## config.mk

```make
export PLATFORM = sky130hd
export DESIGN_NAME = axi_s_fifo
export DESIGN_NICKNAME = d
export VERILOG_FILES = /design/src/rtl/axi_s_pkg.sv /design/src/rtl/axi_s_fifo_mem.sv /design/src/rtl/axi_s_fifo.sv
export SDC_FILE = /design/constraint.sdc
export NUM_CORES = 1
export LEC_CHECK = 0
export ABC_AREA = 1
export CORE_ASPECT_RATIO = 1.4
export CORE_UTILIZATION = 51
export DETAILED_ROUTE_END_ITERATION = 6
export GPL_ROUTABILITY_DRIVEN = 0
export HOLD_SLACK_MARGIN = 0.08
export PLACE_DENSITY_LB_ADDON = 0.05
export SYNTH_ARGS = -nofsm -noshare
export SYNTH_HDL_FRONTEND = slang
export SYNTH_SLANG_ARGS = --single-unit
```

## constraint.sdc

```tcl
create_clock -name ACLK -period 2.9 [get_ports ACLK]
set_input_delay 0.725 -clock ACLK [delete_from_list [all_inputs] [get_ports ACLK]]
set_output_delay 0.725 -clock ACLK [all_outputs]
set_load 0.02 [all_outputs]
```

## src/rtl/axi_s_pkg.sv

```systemverilog
// -----------------------------------------------------------------------------
// axi_s_pkg
// Shared constants and helpers for the AXI4-Stream FIFO.
//   - Default parameter values for the stream field widths and FIFO depth.
//   - payload_width(): width of the packed beat stored in the FIFO memory,
//     laid out as {TDATA, TKEEP, TSTRB, TLAST, TID, TDEST, TUSER}.
// -----------------------------------------------------------------------------
package axi_s_pkg;

    localparam int TDATA_WIDTH_DEF = 8;
    localparam int TID_WIDTH_DEF   = 1;
    localparam int TDEST_WIDTH_DEF = 1;
    localparam int TUSER_WIDTH_DEF = 1;
    localparam int DEPTH_DEF       = 16;

    // TKEEP and TSTRB each carry one bit per data byte; TLAST is one bit.
    function automatic int payload_width(input int tdata_w,
                                         input int tid_w,
                                         input int tdest_w,
                                         input int tuser_w);
        return tdata_w + 2 * (tdata_w / 8) + 1 + tid_w + tdest_w + tuser_w;
    endfunction

endpackage

```

## src/rtl/axi_s_fifo_mem.sv

```systemverilog
// -----------------------------------------------------------------------------
// axi_s_fifo_mem
// DEPTH x W storage array for the FIFO: synchronous write, asynchronous read.
// The asynchronous read is what gives the FIFO its first-word-fall-through
// output. Contents are deliberately not reset.
// Ports:
//   i_clk      write clock
//   i_wr_en    write strobe (one entry per cycle)
//   i_wr_addr  write address
//   i_wr_data  packed beat to store
//   i_rd_addr  read address
//   o_rd_data  packed beat at i_rd_addr (combinational)
// -----------------------------------------------------------------------------
module axi_s_fifo_mem #(
    parameter int DEPTH = 16,
    parameter int W     = 14
) (
    input  logic                     i_clk,
    input  logic                     i_wr_en,
    input  logic [$clog2(DEPTH)-1:0] i_wr_addr,
    input  logic [W-1:0]             i_wr_data,
    input  logic [$clog2(DEPTH)-1:0] i_rd_addr,
    output logic [W-1:0]             o_rd_data
);

    logic [W-1:0] r_mem [DEPTH];

    always_ff @(posedge i_clk) begin
        if (i_wr_en) begin
            r_mem[i_wr_addr] <= i_wr_data;
        end
    end

    assign o_rd_data = r_mem[i_rd_addr];

endmodule

```

## src/rtl/axi_s_fifo.sv

```systemverilog
// -----------------------------------------------------------------------------
// axi_s_fifo
// Single-clock AXI4-Stream FIFO. Buffers complete beats (TDATA, TKEEP, TSTRB,
// TLAST, TID, TDEST, TUSER) in order, decouples backpressure, and reports how
// many beats and how many complete packets (TLAST beats) it holds.
// Ports:
//   ACLK, ARESETn          clock, asynchronous active-low reset
//   s_T*                   upstream AXI-Stream slave port
//   m_T*                   downstream AXI-Stream master port (FWFT)
//   level                  number of beats stored (0..DEPTH)
//   pkt_count              number of stored beats with TLAST=1
// -----------------------------------------------------------------------------
module axi_s_fifo
    import axi_s_pkg::*;
#(
    parameter int TDATA_WIDTH = TDATA_WIDTH_DEF,
    parameter int TID_WIDTH   = TID_WIDTH_DEF,
    parameter int TDEST_WIDTH = TDEST_WIDTH_DEF,
    parameter int TUSER_WIDTH = TUSER_WIDTH_DEF,
    parameter int DEPTH       = DEPTH_DEF
) (
    input  logic                       ACLK,
    input  logic                       ARESETn,

    input  logic                       s_TVALID,
    output logic                       s_TREADY,
    input  logic [TDATA_WIDTH-1:0]     s_TDATA,
    input  logic [TDATA_WIDTH/8-1:0]   s_TKEEP,
    input  logic [TDATA_WIDTH/8-1:0]   s_TSTRB,
    input  logic                       s_TLAST,
    input  logic [TID_WIDTH-1:0]       s_TID,
    input  logic [TDEST_WIDTH-1:0]     s_TDEST,
    input  logic [TUSER_WIDTH-1:0]     s_TUSER,

    output logic                       m_TVALID,
    input  logic                       m_TREADY,
    output logic [TDATA_WIDTH-1:0]     m_TDATA,
    output logic [TDATA_WIDTH/8-1:0]   m_TKEEP,
    output logic [TDATA_WIDTH/8-1:0]   m_TSTRB,
    output logic                       m_TLAST,
    output logic [TID_WIDTH-1:0]       m_TID,
    output logic [TDEST_WIDTH-1:0]     m_TDEST,
    output logic [TUSER_WIDTH-1:0]     m_TUSER,

    output logic [$clog2(DEPTH):0]     level,
    output logic [$clog2(DEPTH):0]     pkt_count
);

    localparam int AW = $clog2(DEPTH);
    localparam int LW = AW + 1;
    localparam int PW = payload_width(TDATA_WIDTH, TID_WIDTH, TDEST_WIDTH, TUSER_WIDTH);

    logic [AW-1:0] r_wr_ptr;
    logic [AW-1:0] r_rd_ptr;
    logic [LW-1:0] r_level;
    logic [LW-1:0] r_pkt_count;
    logic          r_s_tready;

    logic [LW-1:0] w_level_next;
    logic [LW-1:0] w_pkt_next;
    logic          w_push;
    logic          w_pop;
    logic          w_m_tvalid;
    logic [PW-1:0] w_wr_data;
    logic [PW-1:0] w_rd_data;

    // r_s_tready is only ever 1 while level < DEPTH, so a push can never land
    // on a full FIFO, even when a pop happens on the same edge.
    assign w_m_tvalid = (r_level != '0);
    assign w_push     = s_TVALID && r_s_tready;
    assign w_pop      = w_m_tvalid && m_TREADY;

    assign w_wr_data = {s_TDATA, s_TKEEP, s_TSTRB, s_TLAST, s_TID, s_TDEST, s_TUSER};
    assign {m_TDATA, m_TKEEP, m_TSTRB, m_TLAST, m_TID, m_TDEST, m_TUSER} = w_rd_data;

    always_comb begin
        w_level_next = r_level;
        if (w_push && !w_pop) begin
            w_level_next = r_level + LW'(1);
        end else if (w_pop && !w_push) begin
            w_level_next = r_level - LW'(1);
        end
        // Push and pop of TLAST beats on the same edge cancel out.
        w_pkt_next = r_pkt_count + LW'(w_push && s_TLAST) - LW'(w_pop && m_TLAST);
    end

    always_ff @(posedge ACLK or negedge ARESETn) begin
        if (!ARESETn) begin
            r_wr_ptr    <= '0;
            r_rd_ptr    <= '0;
            r_level     <= '0;
            r_pkt_count <= '0;
            r_s_tready  <= 1'b0;
        end else begin
            if (w_push) begin
                r_wr_ptr <= r_wr_ptr + AW'(1);
            end
            if (w_pop) begin
                r_rd_ptr <= r_rd_ptr + AW'(1);
            end
            r_level     <= w_level_next;
            r_pkt_count <= w_pkt_next;
            // Registered ready: no combinational path from m_TREADY. A pop from
            // full therefore costs one input bubble.
            r_s_tready  <= (w_level_next < LW'(DEPTH));
        end
    end

    axi_s_fifo_mem #(
        .DEPTH (DEPTH),
        .W     (PW)
    ) u_mem (
        .i_clk     (ACLK),
        .i_wr_en   (w_push),
        .i_wr_addr (r_wr_ptr),
        .i_wr_data (w_wr_data),
        .i_rd_addr (r_rd_ptr),
        .o_rd_data (w_rd_data)
    );

    assign s_TREADY  = r_s_tready;
    assign m_TVALID  = w_m_tvalid;
    assign level     = r_level;
    assign pkt_count = r_pkt_count;

endmodule
```

==> results.toml <==
[final_layout]
fillers = 1512
final_util_pct = 62.17
nets = 927
fin_cells = 1157
syn_to_final_growth_pct = 18.65
drive_gt1_share_pct = 15.64

[placed_design]
place_ws_ns = 0.09869
dp_cells = 1108
dp_hpwl_um = 15200
portBuffers = 43

[sta]
skew_ns = 0.008402
finalSetupViolations = 0
timing.final.ws_setup_ns = 0.02626
finalMaxSlewViolations = 0
min_period_over_period_pct = 99.09
grt_setup_unrepaired = "true"
period_minus_slack_ns = 2.874
fmax_ghz = 0.3480
hold_slack_ns = 0.5324
hold_violations = 0
relSlewSlack_pct = 34.93
worst_pin_slew_ns = 0.9730

[logic_synthesis]
synth_simple_gate_area_share_pct = 9.296
synthAdderAreaFrac_pct = 2.047
avgSynthCellArea_um2 = 12.58
synth_nets = 841
synth_seq_cells = 243
ys_seq_area_share_pct = 70.97
synthMuxAreaShare_pct = 0
synth_xor_area_share_pct = 0.9493
synth-warning-count = 0
synthCells = 807
syn_area_um2 = 10150
synth_compound_area_share_pct = 11.93
synth_cell_types = 30
synth_top_family_by_area = "compound AO/OA/AOI/OAI gates"

[drt]
drt_first_pass_iters = 5
avgViaCountPerCell = 5.693
wl_per_cell_um = 21.79
vias = 6587
wirelength_um = 25210
drc_errors = 0
ant_nets = 0
drtIter0Drc = 618

[cts]
cts_tree = "built"
cts_buffers = 24
cts-hold-fix-buffers = 0
clk_pin_slew_worst_paths_ns = 0.06
clock-sinks = 243
cts_root_buffer = "clkbuf_16"
clk_path_buf_depth = 3
cts.htree.levels = 1
clock_latency_ns = 0.51

[floorplan]
die_height_um = 168.9
rows = 60
die_area_um2 = 20480
start_util_pct = 52.40
pin_count = 44
core-area_um2 = 19370
die_x_um = 121.2

[power]
power_mw = 12.42
power.leakage_nw = 4.354
peakVddDrop_mv = 0.6371
pwr_density_cell_nw_per_um2 = 1031

[critical_path]
critical_path_required_ns = 2.17
worstSetupStartpointType = "flip-flop"
cp.arrival_ns = 2.15
path_class = "flip-flop to output pin"
crit_fanout = 13
endpoint_kind = "output pin"

[grt]
grt_start_max_net_pins = 37
overflow = 0
grt_pass1_wl_um = 38050
antenna_found_initial = 1
grt_usage_pct = 25.23
grt_pass1_vias = 6628

[status]
status = "finished clean"

[job]
maxCapViolations = 0

[hold_path]
hp-class = "flip-flop to flip-flop"
==> report_power, final <==
group          internal (mW)  switching (mW)  total [mW]  leakage (nW)
Sequential              4.14           0.185        4.33          2.24
Clock                   1.75            1.27        3.02         0.377
Combinational           1.95            3.12        5.07          1.74
Total                   7.85            4.57        12.4          4.35
==> routing by layer <==
layer	vias to the layer above	wire (um)	global-route usage, %
met2	189	12840	43.73
met4	0	506	7.032
met1	3295	10700	33.01
li1	3059	-	-
met5	-	0	0
met3	44	1166	3.605
==> cell families after synthesis <==
group | Yosys count
DFF | 243
and+or+nand+nor | 237
AOI/OAI and AO/OA | 198
buffers and inverters | 102
adders and majority gates | 16
xor gates and xnor gates | 11
==> path summary, 6_finish.rpt <==
| path | startpoint | to | slack, ns | cells past startpoint |
|---|---|---|---|---|
| max | r_rd_ptr[0] | m_TDATA[3] | 0.03 | 8 |
| min | pkt_count[0] | pkt_count[0] | 0.53 | 1 |
| max reg2reg | r_rd_ptr[0] | pkt_count[4] | 0.15 | 14 |
| min reg2reg | pkt_count[0] | pkt_count[0] | 0.53 | 1 |
| max in group asynchronous | ARESETn | r_rd_ptr[0] | 1.44 | 1 |
| min in group asynchronous | ARESETn | level[4] | 0.75 | 1 |
==> worst max-delay path, stage by stage (launching register included) <==
cell      delay [ns]
dfrtp_4         0.54
buf_12          0.18
buf_4           0.16
a21oi_2         0.13
o21ai_1         0.08
o211ai_1        0.11
nand3_1         0.17
nand2_2         0.14
buf_6           0.12
==> Yosys cell counts, drive strengths merged <==
cell	number	area, um^2
edfxtp	224	6726
nor2	128	480.5
o21ai	113	576.8
nand2	67	251.5
inv	57	214.0
o211ai	53	402.9
nand3	41	205.2
a21oi	30	217.7
buf	27	201.4
dfrtp	19	475.5
clkbuf	17	68.82
ha	15	187.7
xor2	9	78.83
xnor2	2	17.52
a22oi	1	7.510
a31oi	1	6.260
clkinv	1	3.750
fa	1	20.02
nand4	1	6.260
==> through the flow <==
step | cell area [um^2] | setup TNS, ns
global placement | 11160 | 0
finish | 12040 | 0
floorplan | 10150 | 0
global route | 12040 | -0.3371
CTS | 11970 | 0
detailed placement | 11160 | 0
==> repair_timing <==
| item | CTS | global route |
|---|---|---|
| cloned | 2 | 2 |
| gates resized for setup | 60 | 18 |
| endpoints found under the setup margin | 14 | 15 |
| pin swaps | 1 | 6 |
| buffers inserted | 1 | 2 |
==> cell usage in the layout, fill, tap and decap left out, types with 3 or more instances in the layout <==
master and instances:
ha_1 15, clkinv_1 3, clkbuf_1 4, buf_4 47, clkinv_2 5, o21ai_2 4, xor2_1 9, buf_6 5
inv_1 55, clkdlybuf4s50_1 29, nand2_1 66, dfrtp_1 17, o211ai_1 52, buf_12 9, nor2_2 4, edfxtp_1 224
a21oi_2 18, nor2_1 124, buf_2 9, o21ai_1 19, a21oi_1 12, o21ai_0 90, clkbuf_16 27, nand3_1 41
==> flip-flops by register name, summed over array words and instances (netlist names) <==
name	flops
r_rd_ptr	4
s_TREADY	1
level	5
pkt_count	5
u_mem.r_mem	224
r_wr_ptr	4
==> final cells by class <==
class / instances / area (um^2) / area share [%]
flip-flops and latches: 243 / 7207 / 59.85
multi-input cells: 462 / 2475 / 20.55
repair buffers: 104 / 1062 / 8.822
clock buffers: 29 / 640.6 / 5.320
well taps: 248 / 310.3 / 2.577
inverters: 58 / 225.2 / 1.870
clock inverters: 12 / 118.9 / 0.9871
diodes: 1 / 2.502 / 0.02078
No activity file was read; power rests on OpenSTA's default activity.
